## src/rtl/mod_counter_param.sv

```systemverilog
// rtl/mod_counter_param.sv - runtime-modulus up/down counter with load, terminal count, wrap count and error flag
module mod_counter_param #(
   parameter int WIDTH      = 4,
   parameter int WRAP_WIDTH = 8
) (
   input  logic                  Clk_In,
   input  logic                  Reset_In,
   input  logic                  Start_Stopb_In,
   input  logic                  Up_Downb_In,
   input  logic [WIDTH-1:0]      MOD_Value_In,
   input  logic                  Load_In,
   input  logic [WIDTH-1:0]      Load_Value_In,
   output logic [WIDTH-1:0]      Count_Out,
   output logic                  Terminal_Count_Out,
   output logic [WRAP_WIDTH-1:0] Wrap_Count_Out,
   output logic                  Error_Out
);

   logic [WIDTH-1:0]      mod_q, mod_d;
   logic [WIDTH-1:0]      count_q, count_d;
   logic [WIDTH-1:0]      mod_m1;
   logic [WRAP_WIDTH-1:0] wrap_cnt_q, wrap_cnt_d;
   logic                  tc_q, tc_d;
   logic                  err_q, err_d;
   logic                  zero_err_q, zero_err_d;
   logic                  wrap;

   always_comb begin
      mod_d      = mod_q;
      count_d    = count_q;
      wrap_cnt_d = wrap_cnt_q;
      err_d      = 1'b0;
      zero_err_d = zero_err_q;
      wrap       = 1'b0;
      mod_m1     = mod_q - WIDTH'(1);

      // A stop re-arms the M==0 error so a restart reports it again
      if (!Start_Stopb_In) begin
         mod_d      = MOD_Value_In;
         zero_err_d = 1'b0;
      end

      if (Load_In) begin
         if (Load_Value_In < mod_q) begin
            count_d = Load_Value_In;
         end else begin
            count_d = '0;
            err_d   = 1'b1;
         end
      end else if (Start_Stopb_In) begin
         if (mod_q == '0) begin
            if (!zero_err_q) begin
               err_d      = 1'b1;
               zero_err_d = 1'b1;
            end
         end else if (Up_Downb_In) begin
            if (count_q >= mod_m1) begin
               count_d = '0;
               wrap    = 1'b1;
            end else begin
               count_d = count_q + WIDTH'(1);
            end
         end else if (count_q == '0) begin
            count_d = mod_m1;
            wrap    = 1'b1;
         end else if (count_q > mod_m1) begin
            count_d = mod_m1;
         end else begin
            count_d = count_q - WIDTH'(1);
         end
      end

      tc_d = wrap;
      if (wrap && (wrap_cnt_q != '1)) begin
         wrap_cnt_d = wrap_cnt_q + WRAP_WIDTH'(1);
      end
   end

   always_ff @(posedge Clk_In) begin
      if (Reset_In) begin
         mod_q      <= MOD_Value_In;
         count_q    <= '0;
         wrap_cnt_q <= '0;
         tc_q       <= 1'b0;
         err_q      <= 1'b0;
         zero_err_q <= 1'b0;
      end else begin
         mod_q      <= mod_d;
         count_q    <= count_d;
         wrap_cnt_q <= wrap_cnt_d;
         tc_q       <= tc_d;
         err_q      <= err_d;
         zero_err_q <= zero_err_d;
      end
   end

   assign Count_Out          = count_q;
   assign Terminal_Count_Out = tc_q;
   assign Wrap_Count_Out     = wrap_cnt_q;
   assign Error_Out          = err_q;

endmodule

```

## config.mk

```make
export PLATFORM = sky130hd
export DESIGN_NAME = mod_counter_param
export DESIGN_NICKNAME = d
export VERILOG_FILES = /design/src/rtl/mod_counter_param.sv
export SDC_FILE = /design/constraint.sdc
export NUM_CORES = 1
export LEC_CHECK = 0
export CELL_PAD_IN_SITES_DETAIL_PLACEMENT = 1
export CELL_PAD_IN_SITES_GLOBAL_PLACEMENT = 2
export CORE_MARGIN = 2
export CORE_UTILIZATION = 27
export DETAILED_ROUTE_END_ITERATION = 10
export PLACE_DENSITY = 0.78
export SYNTH_ARGS = -nofsm -noshare
export SYNTH_HDL_FRONTEND = slang
export SYNTH_SLANG_ARGS = --single-unit
```

## constraint.sdc

```tcl
create_clock -name Clk_In -period 2.3 [get_ports Clk_In]
set_input_delay 0.23 -clock Clk_In [delete_from_list [all_inputs] [get_ports Clk_In]]
set_output_delay 0.23 -clock Clk_In [all_outputs]
set_load 0.05 [all_outputs]
```

==> run_results.csv, run 1 <==
group,metric,value,unit
synth,synth_warnings,0,
route,finalWirelength,4.23,mm
synth,yosys_most_used_dff,"dfxtp_1",
placed_design,gp_congestion,0.859,
layout,drive_above_1_share,30.7,%
setup_path,startpoint_type,"register",
setup_path,cpPeakStageDelay,460,ps
clock_network,cts_tree,"built",
clock_network,cts_root_buf,"clkbuf_8",
status,status,"complete, but fails checks",
clock_network,cts-root-to-sink-buffers,2,
timing,worst_clock_skew,3.60,ps
global_routing,grt_max_degree,17,
synth,async_flop_share,0,%
setup_path,reg2reg_from,"mod_q[0]",
clock_network,numCtsBuffers,3,
route,avgViaCountPerCell,4.99,
layout,multi_input_area,950,um2
timing,rsz0062_at_grt,"yes",
layout,layout_common_cells,"26 x clkdlybuf4s50_1, 26 x buf_4, 13 x dfxtp_1",
synth,synth_area_leaders,"dfxtp_1 23%, ha_1 10%, edfxtp_1 9.1%",
run,cap_violations,0,
global_routing,grt_pass1_wl,6.65,mm
layout,seq_area,423,um2
global_routing,gr-usage-met2,26.9,%
setup_path,startpoint,"mod_q[0]",
setup_path,critPathBufInv,0,
synth,synth_top_area_share,22.7,%
layout,diodes,0,
placed_design,pre_cts_slack,-185,ps
global_routing,grt.met3_usage,2.71,%
synth,yosysUniqueCellTypes,42,
global_routing,grt_usage,16.1,%
timing,finalCriticalPeriod,2390,ps
setup_path,path_max_fanout,4,
synth,syn-num-nets,173,
power_and_ir_drop,p_leak,0.830,nW
global_routing,grt_pass1_vias,1429,
clock_network,cts_num_sinks,19,
placed_design,port_buffers,26,
setup_path,cp.arrival,2540,ps
layout,fill_cells,531,
min_path,worstHoldStart,"zero_err_q",
timing,worst_slack,-85.9,ps
timing,fin_hold_ws,498,ps
power_and_ir_drop,power.density,564,mW/mm2
clock_network,cts-hold-fix-buffers,0,
global_routing,overflow,0,
timing,period_share,104,%
setup_path,critPathRequiredTime,2450,ps
timing,fin_setup_tns,-353,ps
floorplanning,core_region_area,0.00472,mm2
floorplanning,rows,25,
route,drc,0,
floorplanning,die-area,0.00547,mm2
timing,fmax,0.419,GHz
route,route.detailed.wl_per_inst,15.7,um
floorplanning,initial_core_util,28.0,%
synth,syn_avg_cell_area,8.87,um2
route,vias,1343,
setup_path,cp_slowest_cell,"edfxtp_1",
setup_path,cp-end-kind,"register",
route,ant_nets,0,
route,dr.pass1.iters,4,
timing,relSlewSlack,66.2,%
min_path,hold_path_class,"reg2reg",
synth,synthCells,149,
floorplanning,die_w,74.0,um
global_routing,top_usage_layer,"met2",
timing,worst_pin_slew,506,ps
floorplanning,io-pin-count,27,
layout,syn_to_final_growth,54.5,%
setup_path,crit_chain,"nor3_2 -> xnor2_2 -> ha_4 -> a21o_1 -> o31a_2 -> nor3b_1 -> o311a_1",
setup_path,timing_worst_setup_path_type,"reg2reg",
clock_network,htreeDepth,1,
timing,drv_slew,0,
synth,seq_area_frac_synth,31.8,%
placed_design,hpwl,3.06,mm
timing,hold_viol,0,
floorplanning,die_height,74.0,um
setup_path,cp_top_family,"compound AO/OA/AOI/OAI gates",
clock_network,clk_pin_slew,80,ps
layout,fin_nets,227,
synth,synth_edf_count,4,
synth,ys_seq_elements,19,
route,drt_iter0_drc,44,
synth,syn-cell-area,0.00132,mm2
synth,yosysTopAreaCell,"dfxtp_1",
global_routing,grt_antenna_before_repair,0,
timing,setup_viol,10,
status,violations,"negative setup slack",
power_and_ir_drop,ir_worst_vdd,0.220,mV
global_routing,grtUsageMet1,19.6,%
power_and_ir_drop,total_power,0.00115,W
clock_network,clk_latency,260,ps
==> cell usage after synthesis, types with 3 or more instances <==
library cell and number:
dfxtp_1 15, nand2_1 8, ha_1 11, o21ai_0 5
nor2_1 9, o31ai_1 4, a21oi_1 11, nor3_1 7
nor2b_1 3, nand3_1 3, xnor2_1 5, nor3b_1 3
nand4_1 4, o211a_1 4, inv_1 13, or4_1 5
edfxtp_1 4
==> registers in the layout, summed over array words and instances, names as in the netlist <==
register,cells
Count_Out,4
Terminal_Count_Out,1
mod_q,4
Error_Out,1
zero_err_q,1
Wrap_Count_Out,8
==> power by group <==
part	internal [W]	switching (W)
clock network	0.000121	0.000123
registers	0.000361	0.0000205
logic	0.000256	0.000269
==> routing by layer <==
metal	wire length (um)	share of wire, %	up-vias
met1	1870	44	649
met4	99	2.3	0
met5	0	0	-
met2	2110	50	28
met3	142	3.4	10
li1	-	-	656
==> timing repair <==
action                                 CTS  global route
pin swaps                               16            12
gates resized for setup                 17            13
setup buffers                            3             2
setup endpoints to repair               12            12
endpoints found under the hold margin    0             0
gates cloned                             1             0
==> layout make-up <==
type | count | area share (%)
Clock buffer | 3 | 2.02
Clock inverter | 1 | 0.245
Inverter | 13 | 2.39
Multi-Input combinational cell | 111 | 46.5
Sequential cell | 19 | 20.7
Tap cell | 67 | 4.11
Timing Repair Buffer | 55 | 24.0
==> kinds of logic after synthesis <==
group / after synthesis / synth area share, %
buf+inv: 19 / 7.10
fa+ha+maj: 11 / 10.4
xor+xnor: 6 / 3.98
compound gates: 35 / 18.9
mux: 3 / 2.46
simple gates: 56 / 25.3
flops: 19 / 31.8
==> worst reg2reg max path, delay by kind of cell (launching register included) <==
| family | cells | cell delay [ps] |
|---|---|---|
| AO/OA/AOI/OAI | 3 | 950 |
| flip-flops | 1 | 460 |
| AND/OR/NAND/NOR | 2 | 420 |
| adder cells (fa/ha/maj) | 1 | 260 |
| XOR/XNOR | 1 | 200 |
==> final timing paths <==
| kind | end | slack [ps] | depth (start not counted) |
|---|---|---|---|
| max | Count_Out[1] | -90 | 7 |
| min | zero_err_q | 500 | 2 |
| max reg2reg | Count_Out[1] | -90 | 7 |
| min reg2reg | zero_err_q | 500 | 2 |
==> stage by stage <==
step / cell area [um2] / instances / util, %
5_1_grt: 2040 / 269 / 43.2
3_3_place_gp: 1800 / 259 / 38.1
3_5_place_dp: 1800 / 259 / 38.1
2_1_floorplan: 1330 / 149 / -
4_1_cts: 1970 / 267 / 41.7
6_report: 2040 / 269 / 43.2
Note: power is estimated with default switching activity, not from simulation.
==> inputs of run 2 (changes only) <==
--- a/config.mk
+++ b/config.mk
@@ -11,6 +11,7 @@
 export CORE_UTILIZATION = 27
 export DETAILED_ROUTE_END_ITERATION = 10
 export PLACE_DENSITY = 0.78
+export RECOVER_POWER = 50
 export SYNTH_ARGS = -nofsm -noshare
 export SYNTH_HDL_FRONTEND = slang
 export SYNTH_SLANG_ARGS = --single-unit
==> run_results.csv, run 2 (same netlist as run 1, synthesis figures left out) <==
group,metric,value,unit
floorplanning,core_region_area,0.00472,mm2
layout,fin_nets,227,
power_and_ir_drop,pwr-share-clk,21.3,%
timing,drv_slew,0,
placed_design,port_buffers,26,
layout,layout_commonest_cell,"buf_4",
timing,worst_pin_slew,506,ps
clock_network,htreeDepth,1,
setup_path,startpoint,"mod_q[0]",
timing,rsz0062_at_grt,"yes",
floorplanning,initial_core_util,28.0,%
timing,worst_clock_skew,4.28,ps
global_routing,grt_antenna_before_repair,0,
route,ant_nets,0,
timing,hold_viol,0,
run,cap_violations,0,
timing,fin_setup_tns,-378,ps
global_routing,grt_usage,16.1,%
clock_network,cts-root-to-sink-buffers,2,
min_path,hold_path_class,"reg2reg",
setup_path,cp-end-kind,"register",
setup_path,path_max_fanout,4,
floorplanning,io-pin-count,27,
route,avgViaCountPerCell,5.00,
placed_design,dp_cells,259,
setup_path,cpPeakStageDelay,460,ps
global_routing,grt_max_degree,17,
setup_path,cp.arrival,2540,ps
power_and_ir_drop,pwr-share-comb,45.4,%
layout,final_area,0.00203,mm2
global_routing,grt_pass1_vias,1429,
status,status,"complete, but fails checks",
clock_network,clk_pin_slew,80,ps
power_and_ir_drop,p_seq_share,33.3,%
layout,fill_cells,531,
timing,relSlewSlack,66.2,%
setup_path,cp_slowest_cell,"edfxtp_1",
route,finalWirelength,4.21,mm
layout,largest_reg_flops,8,
placed_design,pre_cts_slack,-185,ps
clock_network,cts-hold-fix-buffers,0,
layout,fin_cells,269,
route,vias,1344,
min_path,worstHoldStart,"zero_err_q",
setup_path,cp_top_family,"compound AO/OA/AOI/OAI gates",
setup_path,timing_worst_setup_path_type,"reg2reg",
timing,worst_slack,-89.6,ps
floorplanning,rows,25,
timing,fmax,0.418,GHz
layout,syn_to_final_growth,53.9,%
layout,layout_common_cells,"24 x buf_4, 17 x clkdlybuf4s50_1, 13 x dfxtp_1",
clock_network,numCtsBuffers,3,
setup_path,crit_chain,"nor3_2 -> xnor2_2 -> ha_4 -> a21o_1 -> o31a_2 -> nor3b_1 -> o311a_1",
setup_path,critPathRequiredTime,2450,ps
status,violations,"negative setup slack",
placed_design,hpwl,3.06,mm
route,drc,0,
power_and_ir_drop,ir_worst_vdd,0.220,mV
timing,finalCriticalPeriod,2390,ps
clock_network,clk_latency,260,ps
setup_path,critPathBufInv,0,
power_and_ir_drop,p_leak,0.838,nW
power_and_ir_drop,p_int,0.000734,W
clock_network,cts_num_sinks,19,
timing,period_share,104,%
layout,drive_above_1_share,29.7,%
floorplanning,die_height,74.0,um
power_and_ir_drop,swShare,36.0,%
layout,diodes,0,
floorplanning,die-area,0.00547,mm2
clock_network,cts_root_buf,"clkbuf_8",
power_and_ir_drop,power.net_switching,0.000413,W
placed_design,place_area,0.00180,mm2
clock_network,cts_tree,"built",
global_routing,overflow,0,
setup_path,startpoint_type,"register",
floorplanning,die_w,74.0,um
route,route.detailed.wl_per_inst,15.7,um
power_and_ir_drop,power.density,564,mW/mm2
timing,setup_viol,10,
route,drt_iter0_drc,39,
setup_path,reg2reg_from,"mod_q[0]",
placed_design,gp_congestion,0.859,
global_routing,grt_pass1_wl,6.65,mm
layout,final_util,43.0,%
route,dr.pass1.iters,4,
run 2: what timing repair did:
item,CTS,global route
setup endpoints to repair,12,12
buffers inserted,3,2
cloned,1,0
pin swaps,16,12
gates resized for setup,17,13
run 2: area by class of cell:
class	count	area, um2	area share (%)
inverter	13	48.8	2.40
tap	67	83.8	4.12
multi-input combinational	111	950	46.7
clock inverter	1	5.00	0.246
sequential	19	423	20.8
clock buffer	3	41.3	2.03
timing repair buffer	55	482	23.7
run 2: path summary, 6_finish.rpt:
kind / end / slack, ps / cells past startpoint
hold / removal: zero_err_q / 500 / 2
hold reg to reg: zero_err_q / 500 / 2
setup reg to reg: Count_Out[1] / -90 / 7
setup / recovery: Count_Out[1] / -90 / 7
run 2: routing by layer:
metal,global-route usage (%),vias up,wire [um]
met2,26.9,28,2110
met5,0,-,0
met3,2.71,10,144
met4,9.29,0,99
li1,-,656,-
met1,19.6,650,1860
run 2: through the flow:
stage	total power (W)	hold slack, ps
after CTS	0.00112	501
after global routing	0.00121	528
final	0.00115	497
after detailed placement	0.000814	481
after floorplan	0.000639	329
after global placement	0.000799	457
run 2: tightest hold or removal path: cells and delay by family (launching register included):
family	cells	cell delay, ps
DFF	1	340
and+or+nand+nor	2	120
run 2: power by group through the flow:
stage | combinational, W | clock (W) | sequential (W)
CTS | 0.000489 | 0.000251 | 0.000381
floorplan | 0.000206 | 0 | 0.000433
detailed placement | 0.000426 | 0 | 0.000387
finish | 0.000521 | 0.000244 | 0.000382
global route | 0.000564 | 0.000263 | 0.000386
global placement | 0.000413 | 0 | 0.000386
==> inputs of run 3 (changes only) <==
==> config.mk (replaced) <==
export PLATFORM = sky130hd
export DESIGN_NAME = mod_counter_param
export DESIGN_NICKNAME = d
export VERILOG_FILES = /design/src/rtl/mod_counter_param.sv
export SDC_FILE = /design/constraint.sdc
export NUM_CORES = 1
export LEC_CHECK = 0
export CORE_MARGIN = 2
export CORE_UTILIZATION = 46
export DETAILED_ROUTE_END_ITERATION = 10
export PLACE_DENSITY = 0.8
export RECOVER_POWER = 50
export SYNTH_ARGS = -nofsm -noshare
export SYNTH_HDL_FRONTEND = slang
export SYNTH_SLANG_ARGS = --single-unit
==> run_results.csv, run 3 (same netlist as run 1, synthesis figures left out) <==
group,metric,value,unit
route,route.detailed.wl_per_inst,15.6,um
clock_network,clk_latency,300,ps
timing,hold_viol,0,
setup_path,startpoint,"mod_q[0]",
timing,drv_slew,0,
timing,setup_viol,8,
setup_path,startpoint_type,"register",
setup_path,critPathRequiredTime,2500,ps
status,status,"complete, but fails checks",
route,dr.pass1.iters,4,
floorplanning,initial_core_util,48.3,%
global_routing,grt_pass1_vias,1274,
clock_network,cts_num_sinks,19,
route,vias,1350,
clock_network,cts_root_buf,"clkbuf_4",
status,violations,"negative setup slack",
global_routing,grt_max_degree,17,
timing,relSlewSlack,57.4,%
layout,layout_common_cells,"20 x buf_4, 16 x clkdlybuf4s50_1, 13 x dfxtp_1",
clock_network,cts-root-to-sink-buffers,2,
power_and_ir_drop,power.density,545,mW/mm2
clock_network,cts_tree,"built",
timing,period_share,106,%
timing,worst_pin_slew,633,ps
placed_design,port_buffers,26,
layout,final_util,68.9,%
route,avgViaCountPerCell,5.95,
timing,rsz0062_at_grt,"yes",
timing,worst_slack,-138,ps
clock_network,clk_pin_slew,100,ps
power_and_ir_drop,p_int,0.000653,W
floorplanning,die_height,57.6,um
power_and_ir_drop,pwr-share-clk,16.9,%
route,drt_iter0_drc,65,
route,finalWirelength,3.54,mm
global_routing,grt_usage,21.6,%
floorplanning,io-pin-count,27,
global_routing,grt_antenna_before_repair,0,
floorplanning,die_w,57.6,um
power_and_ir_drop,p_seq_share,37.3,%
route,drc,0,
power_and_ir_drop,power.net_switching,0.000374,W
timing,finalCriticalPeriod,2440,ps
power_and_ir_drop,p_leak,0.808,nW
power_and_ir_drop,pwr-share-comb,45.8,%
setup_path,timing_worst_setup_path_type,"reg2reg",
global_routing,grt_pass1_wl,5.65,mm
timing,fin_hold_ws,487,ps
layout,layout_commonest_cell,"buf_4",
power_and_ir_drop,swShare,36.4,%
placed_design,dp_cells,220,
power_and_ir_drop,ir_worst_vdd,0.465,mV
global_routing,overflow,0,
layout,drive_above_1_share,26.5,%
placed_design,pre_cts_slack,-101,ps
setup_path,cp.arrival,2640,ps
clock_network,numCtsBuffers,3,
layout,largest_reg_flops,8,
placed_design,gp_congestion,0.973,
layout,syn_to_final_growth,42.6,%
floorplanning,die-area,0.00332,mm2
setup_path,reg2reg_from,"mod_q[0]",
floorplanning,rows,19,
layout,diodes,0,
timing,fmax,0.410,GHz
layout,fin_cells,227,
placed_design,hpwl,2.56,mm
route,ant_nets,0,
floorplanning,core_region_area,0.00273,mm2
run,cap_violations,0,
min_path,hold_path_class,"reg2reg",
min_path,worstHoldStart,"zero_err_q",
setup_path,cp-end-kind,"register",
clock_network,htreeDepth,1,
setup_path,path_max_fanout,3,
timing,worst_clock_skew,7.61,ps
layout,fin_nets,221,
[run 3: final timing paths]
path	end	cells past startpoint	slack (ps)
min	zero_err_q	2	490
max	Count_Out[2]	8	-140
max reg2reg	Count_Out[2]	8	-140
min reg2reg	zero_err_q	2	490
[run 3: final cells by class]
| class | instances | area, um2 |
|---|---|---|
| Timing Repair Buffer | 49 | 437 |
| Inverter | 13 | 48.8 |
| Sequential cell | 19 | 423 |
| Clock buffer | 4 | 26.3 |
| Fill cell | 222 | 850 |
| Multi-Input combinational cell | 111 | 911 |
| Tap cell | 31 | 38.8 |
[run 3: through the flow]
step	setup TNS (ps)	cell area (um2)	power [W]
6_report	-412	1880	0.00103
5_1_grt	-1430	1880	0.00108
4_1_cts	-306	1850	0.00101
3_5_place_dp	-643	1730	0.000796
3_3_place_gp	-37.2	1730	0.000779
2_1_floorplan	-18.0	1330	0.000639
[run 3: power groups by stage]
stage | Clock (W) | Combinational [W] | Sequential (W)
2_1_floorplan | 0 | 0.000206 | 0.000433
3_3_place_gp | 0 | 0.000392 | 0.000387
3_5_place_dp | 0 | 0.000407 | 0.000388
4_1_cts | 0.000177 | 0.000451 | 0.000383
5_1_grt | 0.000194 | 0.000505 | 0.000386
6_report | 0.000174 | 0.000471 | 0.000383
[run 3: critical path, cell delays in order (launching register included)]
cell      delay (ps)
edfxtp_1         410
inv_1            140
ha_4             230
ha_4             210
nor2b_4          120
o211a_1          260
o21ai_0          540
a221oi_1         180
o211a_1          250
[run 3: routing by layer]
metal	track usage (%)	routed length (um)	vias to the layer above
li1	-	-	646
met5	0	0	-
met4	11.3	123	0
met2	35.4	1710	51
met1	27.1	1460	638
met3	3.63	255	15
[run 3: repair_timing]
action | 4_1_cts | 5_1_grt
hold buffers | 0 | 0
gates resized for setup | 10 | 9
endpoints found under the setup margin | 11 | 11
pin swaps | 4 | 3
setup buffers | 3 | 0
